## src/rtl/race_sequencer_pkg.sv

```systemverilog
`default_nettype none
// ============================================================================
//  Module      : race_sequencer_pkg
//  Description : Shared game-flow constants, race state encoding and a small
//                counter-width helper for the race sequencer slice.
//  Revision    : 1.0 - initial release
// ============================================================================
package race_sequencer_pkg;

    localparam int LAP_MAX            = 3;
    localparam int FRAMES_PER_SEC     = 60;
    localparam int COUNTDOWN_SEC      = 3;
    localparam int FINISH_HOLD_FRAMES = 300;
    localparam int POS_WIDTH          = 12;
    localparam int FINISH_LINE_X      = -538;
    localparam int CHECKPOINT_X       = 500;
    localparam int SINGLE_DIGIT_WIDTH = 4;

    typedef enum logic [2:0] {
        RACE_IDLE      = 3'd0,
        RACE_INIT      = 3'd1,
        RACE_COUNTDOWN = 3'd2,
        RACE_RUN       = 3'd3,
        RACE_FINISH    = 3'd4
    } race_state_t;

    // Width of a counter that only ever holds values 0..max_count-1.
    function automatic int cnt_width(input int max_count);
        return (max_count > 1) ? $clog2(max_count) : 1;
    endfunction

endpackage
`default_nettype wire

```

## src/rtl/race_sequencer_lap_tracker.sv

```systemverilog
`default_nettype none
// ============================================================================
//  Module      : race_sequencer_lap_tracker
//  Description : Per-car lap counter. Arms on reaching the checkpoint, counts
//                an armed forward crossing of the finish line on the lower
//                half of the track, saturates at LAP_MAX.
//  Revision    : 1.0 - initial release
// ============================================================================
module race_sequencer_lap_tracker #(
    parameter int LAP_MAX       = race_sequencer_pkg::LAP_MAX,
    parameter int POS_WIDTH     = race_sequencer_pkg::POS_WIDTH,
    parameter int FINISH_LINE_X = race_sequencer_pkg::FINISH_LINE_X,
    parameter int CHECKPOINT_X  = race_sequencer_pkg::CHECKPOINT_X
) (
    input  logic                                             i_clk,
    input  logic                                             i_rst,
    input  logic                                             i_tick,
    input  logic                                             i_clr,
    input  logic                                             i_en,
    input  logic signed [POS_WIDTH-1:0]                      i_x,
    input  logic signed [POS_WIDTH-1:0]                      i_y,
    output logic [race_sequencer_pkg::SINGLE_DIGIT_WIDTH-1:0] o_lap,
    output logic                                             o_reached_max
);
    import race_sequencer_pkg::*;

    localparam logic signed [POS_WIDTH-1:0] c_finish_x     = POS_WIDTH'(FINISH_LINE_X);
    localparam logic signed [POS_WIDTH-1:0] c_checkpoint_x = POS_WIDTH'(CHECKPOINT_X);
    localparam logic [SINGLE_DIGIT_WIDTH-1:0] c_lap_max    = SINGLE_DIGIT_WIDTH'(LAP_MAX);

    logic signed [POS_WIDTH-1:0]   r_prev_x;
    logic                          r_prev_valid;
    logic                          r_armed;
    logic [SINGLE_DIGIT_WIDTH-1:0] r_lap;

    logic w_at_checkpoint;
    logic w_crossing;

    // The first enabled tick only captures prev_x, so a car parked across the
    // line at race start cannot score.
    assign w_at_checkpoint = (i_x >= c_checkpoint_x);
    assign w_crossing      = r_prev_valid && (r_prev_x >= c_finish_x) &&
                             (i_x < c_finish_x) && i_y[POS_WIDTH-1];

    // Previous-x capture, checkpoint arming and saturating lap count.
    always_ff @(posedge i_clk or posedge i_rst) begin
        if (i_rst) begin
            r_prev_x     <= '0;
            r_prev_valid <= 1'b0;
            r_armed      <= 1'b0;
            r_lap        <= '0;
        end else if (i_tick) begin
            if (i_clr) begin
                r_prev_x     <= '0;
                r_prev_valid <= 1'b0;
                r_armed      <= 1'b0;
                r_lap        <= '0;
            end else if (i_en) begin
                r_prev_x     <= i_x;
                r_prev_valid <= 1'b1;
                if (w_crossing && r_armed) begin
                    r_armed <= 1'b0;
                    if (r_lap != c_lap_max) begin
                        r_lap <= r_lap + 1'b1;
                    end
                end else if (w_at_checkpoint) begin
                    r_armed <= 1'b1;
                end
            end
        end
    end

    assign o_lap         = r_lap;
    assign o_reached_max = (r_lap == c_lap_max);

endmodule
`default_nettype wire

```

## src/rtl/race_sequencer.sv

```systemverilog
`default_nettype none
// ============================================================================
//  Module      : race_sequencer
//  Description : Race game-flow controller: reload, 3-2-1 countdown, race with
//                per-car lap counting, winner declaration and result hold.
//  Revision    : 1.0 - initial release
// ============================================================================
module race_sequencer #(
    parameter int LAP_MAX            = race_sequencer_pkg::LAP_MAX,
    parameter int FRAMES_PER_SEC     = race_sequencer_pkg::FRAMES_PER_SEC,
    parameter int COUNTDOWN_SEC      = race_sequencer_pkg::COUNTDOWN_SEC,
    parameter int FINISH_HOLD_FRAMES = race_sequencer_pkg::FINISH_HOLD_FRAMES,
    parameter int POS_WIDTH          = race_sequencer_pkg::POS_WIDTH,
    parameter int FINISH_LINE_X      = race_sequencer_pkg::FINISH_LINE_X,
    parameter int CHECKPOINT_X       = race_sequencer_pkg::CHECKPOINT_X
) (
    input  logic                                             i_clk,
    input  logic                                             i_rst,
    input  logic                                             i_frame_tick,
    input  logic                                             i_start,
    input  logic signed [POS_WIDTH-1:0]                      i_car1_x,
    input  logic signed [POS_WIDTH-1:0]                      i_car1_y,
    input  logic signed [POS_WIDTH-1:0]                      i_car2_x,
    input  logic signed [POS_WIDTH-1:0]                      i_car2_y,
    output logic [2:0]                                       o_state,
    output logic                                             o_load_init,
    output logic                                             o_physics_en,
    output logic [race_sequencer_pkg::SINGLE_DIGIT_WIDTH-1:0] o_countdown,
    output logic [race_sequencer_pkg::SINGLE_DIGIT_WIDTH-1:0] o_car1_lap,
    output logic [race_sequencer_pkg::SINGLE_DIGIT_WIDTH-1:0] o_car2_lap,
    output logic [1:0]                                       o_winner
);
    import race_sequencer_pkg::*;

    localparam int c_cd_w   = cnt_width(FRAMES_PER_SEC);
    localparam int c_hold_w = cnt_width(FINISH_HOLD_FRAMES);

    localparam logic [c_cd_w-1:0]             c_fps_last  = c_cd_w'(FRAMES_PER_SEC - 1);
    localparam logic [c_hold_w-1:0]           c_hold_last = c_hold_w'(FINISH_HOLD_FRAMES - 1);
    localparam logic [SINGLE_DIGIT_WIDTH-1:0] c_cd_start  = SINGLE_DIGIT_WIDTH'(COUNTDOWN_SEC);

    race_state_t                   r_state;
    race_state_t                   w_next_state;
    logic [c_cd_w-1:0]             r_cd_frames;
    logic [SINGLE_DIGIT_WIDTH-1:0] r_countdown;
    logic [c_hold_w-1:0]           r_hold;
    logic [1:0]                    r_winner;
    logic                          r_load_init;

    logic w_car1_max;
    logic w_car2_max;
    logic w_enter_init;
    logic w_track_en;
    logic w_cd_wrap;
    logic w_cd_last;
    logic w_hold_done;

    assign w_cd_wrap   = (r_cd_frames == c_fps_last);
    assign w_cd_last   = (r_countdown == SINGLE_DIGIT_WIDTH'(1));
    assign w_hold_done = (r_hold == c_hold_last);

    // Laps freeze as soon as either car has won so the result seen at the
    // FINISH edge is the one that gets displayed.
    assign w_track_en  = (r_state == RACE_RUN) && !w_car1_max && !w_car2_max;

    // Next-state decode; nothing moves except on a frame tick.
    always_comb begin
        w_next_state = r_state;
        if (i_frame_tick) begin
            case (r_state)
                RACE_IDLE: begin
                    if (i_start) w_next_state = RACE_INIT;
                end
                RACE_INIT: begin
                    w_next_state = RACE_COUNTDOWN;
                end
                RACE_COUNTDOWN: begin
                    if (w_cd_wrap && w_cd_last) w_next_state = RACE_RUN;
                end
                RACE_RUN: begin
                    if (w_car1_max || w_car2_max) w_next_state = RACE_FINISH;
                end
                RACE_FINISH: begin
                    if (i_start && (r_hold != '0)) w_next_state = RACE_INIT;
                    else if (w_hold_done)          w_next_state = RACE_IDLE;
                end
                default: begin
                    w_next_state = RACE_IDLE;
                end
            endcase
        end
    end

    assign w_enter_init = (w_next_state == RACE_INIT) && (r_state != RACE_INIT);

    // State register.
    always_ff @(posedge i_clk or posedge i_rst) begin
        if (i_rst) r_state <= RACE_IDLE;
        else       r_state <= w_next_state;
    end

    // Countdown/hold timers, winner latch and the reload pulse.
    always_ff @(posedge i_clk or posedge i_rst) begin
        if (i_rst) begin
            r_cd_frames <= '0;
            r_countdown <= '0;
            r_hold      <= '0;
            r_winner    <= '0;
            r_load_init <= 1'b0;
        end else begin
            r_load_init <= w_enter_init;
            if (i_frame_tick) begin
                case (r_state)
                    RACE_INIT: begin
                        r_countdown <= c_cd_start;
                        r_cd_frames <= '0;
                    end
                    RACE_COUNTDOWN: begin
                        if (w_cd_wrap) begin
                            r_cd_frames <= '0;
                            r_countdown <= r_countdown - 1'b1;
                        end else begin
                            r_cd_frames <= r_cd_frames + 1'b1;
                        end
                    end
                    RACE_RUN: begin
                        if (w_next_state == RACE_FINISH) begin
                            r_winner <= {w_car2_max, w_car1_max};
                            r_hold   <= '0;
                        end
                    end
                    RACE_FINISH: begin
                        if (!w_hold_done) r_hold <= r_hold + 1'b1;
                    end
                    default: begin
                    end
                endcase
                if (w_enter_init) r_winner <= '0;
            end
        end
    end

    race_sequencer_lap_tracker #(
        .LAP_MAX       (LAP_MAX),
        .POS_WIDTH     (POS_WIDTH),
        .FINISH_LINE_X (FINISH_LINE_X),
        .CHECKPOINT_X  (CHECKPOINT_X)
    ) u_car1_lap (
        .i_clk         (i_clk),
        .i_rst         (i_rst),
        .i_tick        (i_frame_tick),
        .i_clr         (w_enter_init),
        .i_en          (w_track_en),
        .i_x           (i_car1_x),
        .i_y           (i_car1_y),
        .o_lap         (o_car1_lap),
        .o_reached_max (w_car1_max)
    );

    race_sequencer_lap_tracker #(
        .LAP_MAX       (LAP_MAX),
        .POS_WIDTH     (POS_WIDTH),
        .FINISH_LINE_X (FINISH_LINE_X),
        .CHECKPOINT_X  (CHECKPOINT_X)
    ) u_car2_lap (
        .i_clk         (i_clk),
        .i_rst         (i_rst),
        .i_tick        (i_frame_tick),
        .i_clr         (w_enter_init),
        .i_en          (w_track_en),
        .i_x           (i_car2_x),
        .i_y           (i_car2_y),
        .o_lap         (o_car2_lap),
        .o_reached_max (w_car2_max)
    );

    assign o_state      = r_state;
    assign o_load_init  = r_load_init;
    assign o_physics_en = (r_state == RACE_RUN);
    assign o_countdown  = r_countdown;
    assign o_winner     = r_winner;

endmodule
`default_nettype wire

```

## config.mk

```make
export PLATFORM = sky130hd
export DESIGN_NAME = race_sequencer
export DESIGN_NICKNAME = d
export VERILOG_FILES = /design/src/rtl/race_sequencer_pkg.sv /design/src/rtl/race_sequencer_lap_tracker.sv /design/src/rtl/race_sequencer.sv
export SDC_FILE = /design/constraint.sdc
export NUM_CORES = 1
export LEC_CHECK = 0
export BUFFER_PORTS_ARGS = -buffer_cell sky130_fd_sc_hd__buf_2
export CAP_MARGIN = 0
export CORE_ASPECT_RATIO = 2
export CORE_MARGIN = 1
export CORE_UTILIZATION = 40
export CTS_CLUSTER_SIZE = 28
export DETAILED_ROUTE_END_ITERATION = 7
export PLACE_DENSITY_LB_ADDON = 0.15
export SLEW_MARGIN = 10
export SYNTH_ARGS = -nofsm -noshare
export SYNTH_HDL_FRONTEND = slang
export SYNTH_HIERARCHICAL = 1
export SYNTH_SLANG_ARGS = --single-unit
```

## constraint.sdc

```tcl
create_clock -name i_clk -period 2.79 [get_ports i_clk]
set_clock_uncertainty 0.15 [all_clocks]
set_input_delay 0.558 -clock i_clk [delete_from_list [all_inputs] [get_ports i_clk]]
set_output_delay 0.558 -clock i_clk [all_outputs]
set_load 0.05 [all_outputs]
```

-- Word-level counts from Yosys, hierarchy flattened
Index checks and enable logic that the tools add are counted.
- $add $sub $neg: 5
- $lt $le $gt $ge: 6
- eq/ne operators: 17
- muxes and demuxes: 39
- reductions and logical operators: 38
- operators with widths (kind ; count):
    2-to-1 mux 12 bit ; 4
    2-to-1 mux 4 bit ; 9
    greater-or-equal comparator 12 x 10 -> 1 bit (second input constant) ; 2
    greater-or-equal comparator 12 x 11 -> 1 bit (second input constant) ; 2
    less-than comparator 12 x 11 -> 1 bit (second input constant) ; 2
    2-to-1 mux 3 bit ; 6
    2-to-1 mux 9 bit ; 2
    case mux 9 bit (2 select lines) ; 1
    nonzero test 2 bit ; 9
    case mux 3 bit (5 select lines) ; 1
    logical AND 1 bit ; 13
    case mux 6 bit (2 select lines) ; 1
    AND reduction 3 bit ; 4
    AND reduction 4 bit ; 3
    2-to-1 mux 1 bit ; 10
    adder 9 x 1 -> 9 bit (second input constant) ; 1
    == test 9 bit (second input constant) ; 1
    nonzero test 9 bit ; 1
    adder 4 x 1 -> 4 bit (second input constant) ; 2
    == test 4 x 2 -> 1 bit (second input constant) ; 2
    != test 4 x 2 -> 1 bit (second input constant) ; 2
    case mux 4 bit (2 select lines) ; 1
    adder 6 x 1 -> 6 bit (second input constant) ; 1
    == test 3 x 1 -> 1 bit (second input constant) ; 2
    15 further kinds ; 23
- flip-flop bits (word level): 60
- bits of input ports: 52
- output and inout port bits: 19
- word-level logic and storage cells: 118

-- Logic depth before layout (Yosys ltp)
- depth after elaboration: 9
- depth in mapped cells: 10
- mapped depth without buffers: 10

-- Cells and area by module
The synthesis kept the hierarchy.
- modules (own cells, without submodules) (module ; times used ; cells each ; area each (um^2) ; sequential area each (um^2)):
    race_sequencer_lap_tracker ; 2 ; 99 ; 904.6 ; 425.4
    race_sequencer ; 1 ; 164 ; 1550.2 ; 625.6

-- Least setup slack after synthesis
No wires, ideal clock.
- path type: register -> register
- start: register u_car2_lap.r_lap[0], in the netlist u_car2_lap/o_lap[0]
- end: register u_car1_lap.r_lap[0], in the netlist u_car1_lap/o_lap[0]
- arrival time: 2.843 ns
- path slack: -0.329 ns
- stages on the path, launching flop included: 11
- buffers on the path: 1
- cells stage by stage: dfrtp_1 -> ha_1 -> nor3b_1 -> o2111a_1 -> or2_2 -> a221oi_2 -> and2_1 -> clkbuf_1 -> nor3_1 -> and3_1 -> a221o_1
- word-level cells in the longest chain between the ends: 9
- elaborated cells on any way between the ends: 14
- those cells by class: eq/ne (2); mux (4); reduce/logical (8)
- RTL lines (element ; RTL line ; source):
    from (decl) ; race_sequencer_lap_tracker.sv:34 ; logic [SINGLE_DIGIT_WIDTH-1:0] r_lap;
    from (signal assigned) ; race_sequencer_lap_tracker.sv:64 ; r_lap <= r_lap + 1'b1;
    == test 4 x 2 -> 1 bit * ; race_sequencer_lap_tracker.sv:74 ; assign o_reached_max = (r_lap == c_lap_max);
    net w_car2_max ; race_sequencer.sv:51 ; logic w_car2_max;
    logical OR 1 bit * ; race_sequencer.sv:81 ; if (w_car1_max || w_car2_max) w_next_state = RACE_FINISH;
    2-to-1 mux 3 bit * ; race_sequencer.sv:81 ;
    case mux 3 bit (5 select lines) * ; race_sequencer.sv:70 ; case (r_state)
    2-to-1 mux 3 bit * ; race_sequencer.sv:69 ; if (i_frame_tick) begin
    == test 3 x 1 -> 1 bit * ; race_sequencer.sv:94 ; assign w_enter_init = (w_next_state == RACE_INIT) && (r_state != RACE_INIT);
    logical AND 1 bit * ; race_sequencer.sv:94 ;
    net w_enter_init ; race_sequencer.sv:52 ; logic w_enter_init;
    nonzero test 2 bit (no line) ; - ;
    AND reduction 4 bit (no line) ; - ;
    to (signal assigned) ; race_sequencer_lap_tracker.sv:64 ;
    to (decl) ; race_sequencer_lap_tracker.sv:34 ;
The timed path passes the listed nets; every way through them passes the cells marked *.
A chain may end at the register's enable or synchronous reset.

-- Final worst setup path
- start: register u_car1_lap.r_lap[0], in the netlist u_car1_lap/o_lap[0]
- end: register u_car1_lap.r_lap[0], in the netlist u_car1_lap/o_lap[0]
- word-level cells in the longest chain between the ends: 9
- elaborated cells on any way between the ends: 20
- those cells by class: add/sub (1); eq/ne (3); mux (7); reduce/logical (9)
- RTL lines (element ; RTL line ; source):
    == test 4 x 2 -> 1 bit * ; race_sequencer_lap_tracker.sv:74 ;
    net w_car1_max ; race_sequencer.sv:50 ; logic w_car1_max;
    logical OR 1 bit * ; race_sequencer.sv:81 ;
    2-to-1 mux 3 bit * ; race_sequencer.sv:81 ;
    case mux 3 bit (5 select lines) * ; race_sequencer.sv:70 ;
    2-to-1 mux 3 bit * ; race_sequencer.sv:69 ;
    net w_next_state[0] ; race_sequencer.sv:43 ; race_state_t w_next_state;
    == test 3 x 1 -> 1 bit * ; race_sequencer.sv:94 ;
    logical AND 1 bit * ; race_sequencer.sv:94 ;
    net w_enter_init ; race_sequencer.sv:52 ;
    nonzero test 2 bit (no line) ; - ;
    AND reduction 4 bit (no line) ; - ;
The timed path passes the listed nets; every way through them passes the cells marked *. The select of a mux whose other input is x is not followed.

==> summary.json <==
{
  "power_and_ir_drop": {
    "comb_power_share": 0.478,
    "seq_power_share": 0.296,
    "static-leakage-power_nw": 1.92,
    "total_switching_power_mw": 1.86,
    "vdd.ir_drop.worst_v": 0.000497,
    "power.share.clock": 0.226,
    "total_power_mw": 4.55,
    "p_per_area_nw_per_um2": 1060,
    "proportion_of_total_power_due_to_net_switching": 0.408,
    "power.internal_mw": 2.69
  },
  "clock_network": {
    "insertion_delay_ns": 0.33,
    "clkTransAtPathRegs_ns": 0.05,
    "htreeDepth": 3,
    "tritoncts.num_buffers": 9,
    "tritoncts_clock_tree": "yes",
    "cts_hold_buf": 0,
    "cts-resized-gates": 0,
    "clockRootBuffer": "sky130_fd_sc_hd__clkbuf_16",
    "cts_max_path_buffers": 2,
    "cts.repair_timing.setup_buffer_count": 0,
    "tritoncts_num_sinks": 59
  },
  "sta": {
    "min_period_ns": 2.72,
    "timing.setup.tns_ns": 0,
    "finalWorstSetupSlack_ns": 0.0705,
    "report.final.setup_viol": 0,
    "final_hold_viol_count": 0,
    "worst_slew_pin_slew_ns": 0.687,
    "final-max-slew-violation-count": 0,
    "slew_headroom": 0.541,
    "achievable-frequency_ghz": 0.368,
    "timing.final.crit_share": 0.975,
    "setup_repair_after_global_routing_missed_its_margin": "true"
  },
  "floorplanning": {
    "die_height_um": 132,
    "design.portCount": 71,
    "cell_row_count": 47,
    "design.core.area_um2": 8230,
    "die_width_um": 66.8,
    "start_util": 0.408,
    "dieArea_um2": 8790
  },
  "cells_and_area": {
    "layout-area-overhead-vs-synth_pct": 28.0,
    "insertedDiodeCount": 0,
    "multi_input_area_um2": 1870,
    "share_of_final_layout_standard_cells_stronger_than_drive_strength_1": 0.298,
    "fin_cells": 541,
    "seq_area_um2": 1480,
    "nets": 497,
    "fillers": 793
  },
  "grt": {
    "grt_pass1_wl_mm": 13.9,
    "grt_antenna_before_repair": 0,
    "grt_overflow": 0,
    "grt_start_max_net_pins": 26,
    "global_route.usage.total": 0.209,
    "vias_in_the_first_global_route": 3025
  },
  "yosys": {
    "synth.yosys.seq_area_share": 0.439,
    "dominant_combinational_cell_family_by_area_after_synthesis": "simple AND/OR/NAND/NOR gates",
    "synth.net_count": 421,
    "ys_ff_latch": 59,
    "mappedNetlistArea_um2": 3360,
    "avgSynthCellArea_um2": 9.28,
    "synth_compound_area_frac": 0.213,
    "synth_xor_xnor_area_share": 0.0127,
    "fraction_of_the_mapped_netlist_area_in_simple_logic_gates": 0.257,
    "synth_async_sr_flop_share": 1.00,
    "number_of_enable_flip_flop_cells_after_synthesis": 0,
    "synthCells": 362,
    "ys_warn_count": 6,
    "yosys_most_used_dff": "sky130_fd_sc_hd__dfrtp_1",
    "post_synth_fa_ha_maj_area_fraction": 0.0261,
    "synth_mux_area_frac": 0.0179,
    "synth_cell_types": 58
  },
  "route": {
    "routed_via_count_divided_by_cell_count": 5.58,
    "drt_iter0_drc": 201,
    "wl_per_cell_um": 15.5,
    "detail_route.first_pass.iterations": 4,
    "detail_route.drc_violations": 0,
    "detailroute.via_count": 3020,
    "final_antenna_net_count": 0,
    "drt_wl_total_mm": 8.41
  },
  "setup_path": {
    "reg2reg_setup_slack_ns": 0.07,
    "launch_point_of_the_worst_reg_to_reg_path": "u_car1_lap/o_lap[0]",
    "start_kind": "register",
    "crit_required_ns": 2.85,
    "critical_path_origin": "u_car1_lap/o_lap[0]",
    "cp_top_family": "compound AO/OA/AOI/OAI gates",
    "worst-path-buf-inv": 1,
    "ff2ff_path_depth": 11,
    "setup.worst_path.class": "reg -> reg",
    "critPathMaxStageDelay_ns": 0.36,
    "critical_path.reg2reg.endpoint": "u_car1_lap/o_lap[0]",
    "cp_data_arrival_time_ns": 2.78,
    "cpMaxStageDelayCell": "sky130_fd_sc_hd__dfrtp_2",
    "crit_chain": "ha_2 > nor3b_4 > buf_4 > nor2_1 > a311oi_1 > a221oi_2 > and2_4 > o21ai_4 > nor3_1 > and3_1 > a221o_1",
    "critical_path_peak_fanout": 8,
    "setup.worst_path.end_class": "register"
  },
  "flow_run": {
    "max-cap-violations": 0
  },
  "placed_design": {
    "detailed_place_hpwl_mm": 6.19,
    "gpl.final_weighted_congestion": 0.799,
    "dp_worst_setup_slack_ns": 0.0148,
    "placedCellCount": 524,
    "io_buffer_count": 46
  },
  "run_status": {
    "outcome": "completed"
  },
  "worst_hold_path": {
    "holdCritPathClass": "in -> async"
  }
}
-- synthesized netlist by cell type (2+ instances only) --
cell type	instances	area [um^2]
sky130_fd_sc_hd__or2_2	2	12.5
sky130_fd_sc_hd__nand3_1	13	65.1
sky130_fd_sc_hd__a32o_1	4	40.0
sky130_fd_sc_hd__nor3_1	13	65.1
sky130_fd_sc_hd__nor4b_1	2	17.5
sky130_fd_sc_hd__a31oi_1	2	12.5
sky130_fd_sc_hd__nor2b_1	3	18.8
sky130_fd_sc_hd__a41o_2	2	22.5
sky130_fd_sc_hd__nand2b_1	26	163
sky130_fd_sc_hd__and2_1	4	25.0
sky130_fd_sc_hd__and3_1	3	18.8
sky130_fd_sc_hd__nand4_1	10	62.6
sky130_fd_sc_hd__a211oi_2	4	50.1
sky130_fd_sc_hd__o221ai_1	3	26.3
sky130_fd_sc_hd__o21ai_0	31	155
sky130_fd_sc_hd__a221o_1	2	20.0
sky130_fd_sc_hd__a22o_1	2	17.5
sky130_fd_sc_hd__o211ai_1	8	60.1
sky130_fd_sc_hd__a21oi_1	13	65.1
sky130_fd_sc_hd__nand2_1	46	173
sky130_fd_sc_hd__dfrtp_1	59	1480
sky130_fd_sc_hd__a211o_1	2	17.5
sky130_fd_sc_hd__or2b_1	2	15.0
sky130_fd_sc_hd__o21ai_2	4	35.0
sky130_fd_sc_hd__o2bb2ai_1	2	17.5
sky130_fd_sc_hd__and4_1	2	17.5
sky130_fd_sc_hd__a21oi_2	2	17.5
sky130_fd_sc_hd__clkbuf_1	13	48.8
sky130_fd_sc_hd__o22a_1	2	17.5
sky130_fd_sc_hd__inv_1	11	41.3
sky130_fd_sc_hd__or3b_2	2	17.5
sky130_fd_sc_hd__mux2i_1	6	60.1
sky130_fd_sc_hd__o21bai_1	2	15.0
sky130_fd_sc_hd__nor3b_2	2	25.0
sky130_fd_sc_hd__xor2_1	3	26.3
sky130_fd_sc_hd__ha_1	7	87.6
sky130_fd_sc_hd__a21boi_0	2	15.0
sky130_fd_sc_hd__o31ai_1	4	30.0
sky130_fd_sc_hd__a22oi_1	2	15.0
sky130_fd_sc_hd__nor2_1	15	56.3
sky130_fd_sc_hd__o21a_1	2	15.0
sky130_fd_sc_hd__nor3b_1	6	45.0
sky130_fd_sc_hd__nor4_1	2	12.5
-- metal layers --
metal | up-vias | global-route usage | wire [um]
met5 | - | 0 | 0
met4 | 0 | 0.108 | 226
met3 | 16 | 0.0477 | 299
met2 | 63 | 0.363 | 4610
met1 | 1455 | 0.225 | 3270
li1 | 1486 | - | -
-- cells in the final DEF, fill, tap and decap left out, drive strengths merged, types with 4 or more instances in the layout --
master and count:
nor3b 8, ha 7, mux2i 6, buf 80, nor3 13, nand4 10
o31ai 4, a21oi 15, a211oi 5, o211ai 8, a32o 4, clkbuf 12
o21ai 36, dfrtp 59, and2 4, nor2 15, nand3 13, nand2 46
nand2b 26, xor2 4, inv 11
-- final cells by class --
cell class              count  share of cell area
clock inverters             4             0.00582
flip-flops and latches     59               0.345
repair buffers             80               0.117
multi-input cells         277               0.435
well taps                  98              0.0285
clock buffers              12              0.0597
inverters                  11             0.00960
-- logic make-up (layout without fill, tap and decap cells) --
| group | count (synthesis) | count (layout) |
|---|---|---|
| AOI/OAI and AO/OA | 100 | 101 |
| buffers and inverters | 27 | 107 |
| and+or+nand+nor | 159 | 159 |
| adders and majority gates | 7 | 7 |
| DFF | 59 | 59 |
| xor gates and xnor gates | 4 | 4 |
| muxes | 6 | 6 |
-- tightest hold or removal path: cells and delay by family --
| family | cells | cell delay [ns] |
|---|---|---|
| buffers and inverters | 3 | 0.49 |
-- flip-flops by register name, indices dropped and copies added (netlist names) --
name,count
o_countdown,4
o_load_init,1
o_state,3
o_winner,2
r_cd_frames,6
r_hold,9
u_car1_lap/o_lap,4
u_car1_lap/r_armed,1
u_car1_lap/r_prev_valid,1
u_car1_lap/r_prev_x,11
u_car2_lap/o_lap,4
u_car2_lap/r_armed,1
u_car2_lap/r_prev_valid,1
u_car2_lap/r_prev_x,11
-- through the flow --
step / hold slack (ns) / cell area [um^2] / utilization
final: 0.163 / 4300 / 0.522
after global routing: 0.209 / 4300 / 0.522
after CTS: 0.160 / 4230 / 0.514
after detailed placement: 0.313 / 3950 / 0.479
after global placement: 0.308 / 3950 / 0.479
after floorplan: 0.292 / 3450 / -
-- power by group through the flow --
stage / Combinational (mW) / Sequential (mW) / Clock, mW
final: 2.17 / 1.35 / 1.03
after CTS: 2.07 / 1.35 / 1.06
after detailed placement: 2.06 / 1.37 / 0
after global placement: 2.02 / 1.35 / 0
after floorplan: 1.29 / 1.52 / 0
after global routing: 2.40 / 1.39 / 1.11
-- worst max path at each step --
stage,slack (ns),endpoint,cells past startpoint
after floorplan,0.002,u_car1_lap/o_lap[0],10
final,0.07,u_car1_lap/o_lap[0],11
after global placement,0.04,u_car2_lap/o_lap[0],10
after detailed placement,0.01,u_car1_lap/o_lap[1],11
after global routing,-0.07,u_car1_lap/o_lap[3],11
after CTS,0.01,u_car2_lap/o_lap[0],10
Note: power is estimated with default switching activity, not from simulation.
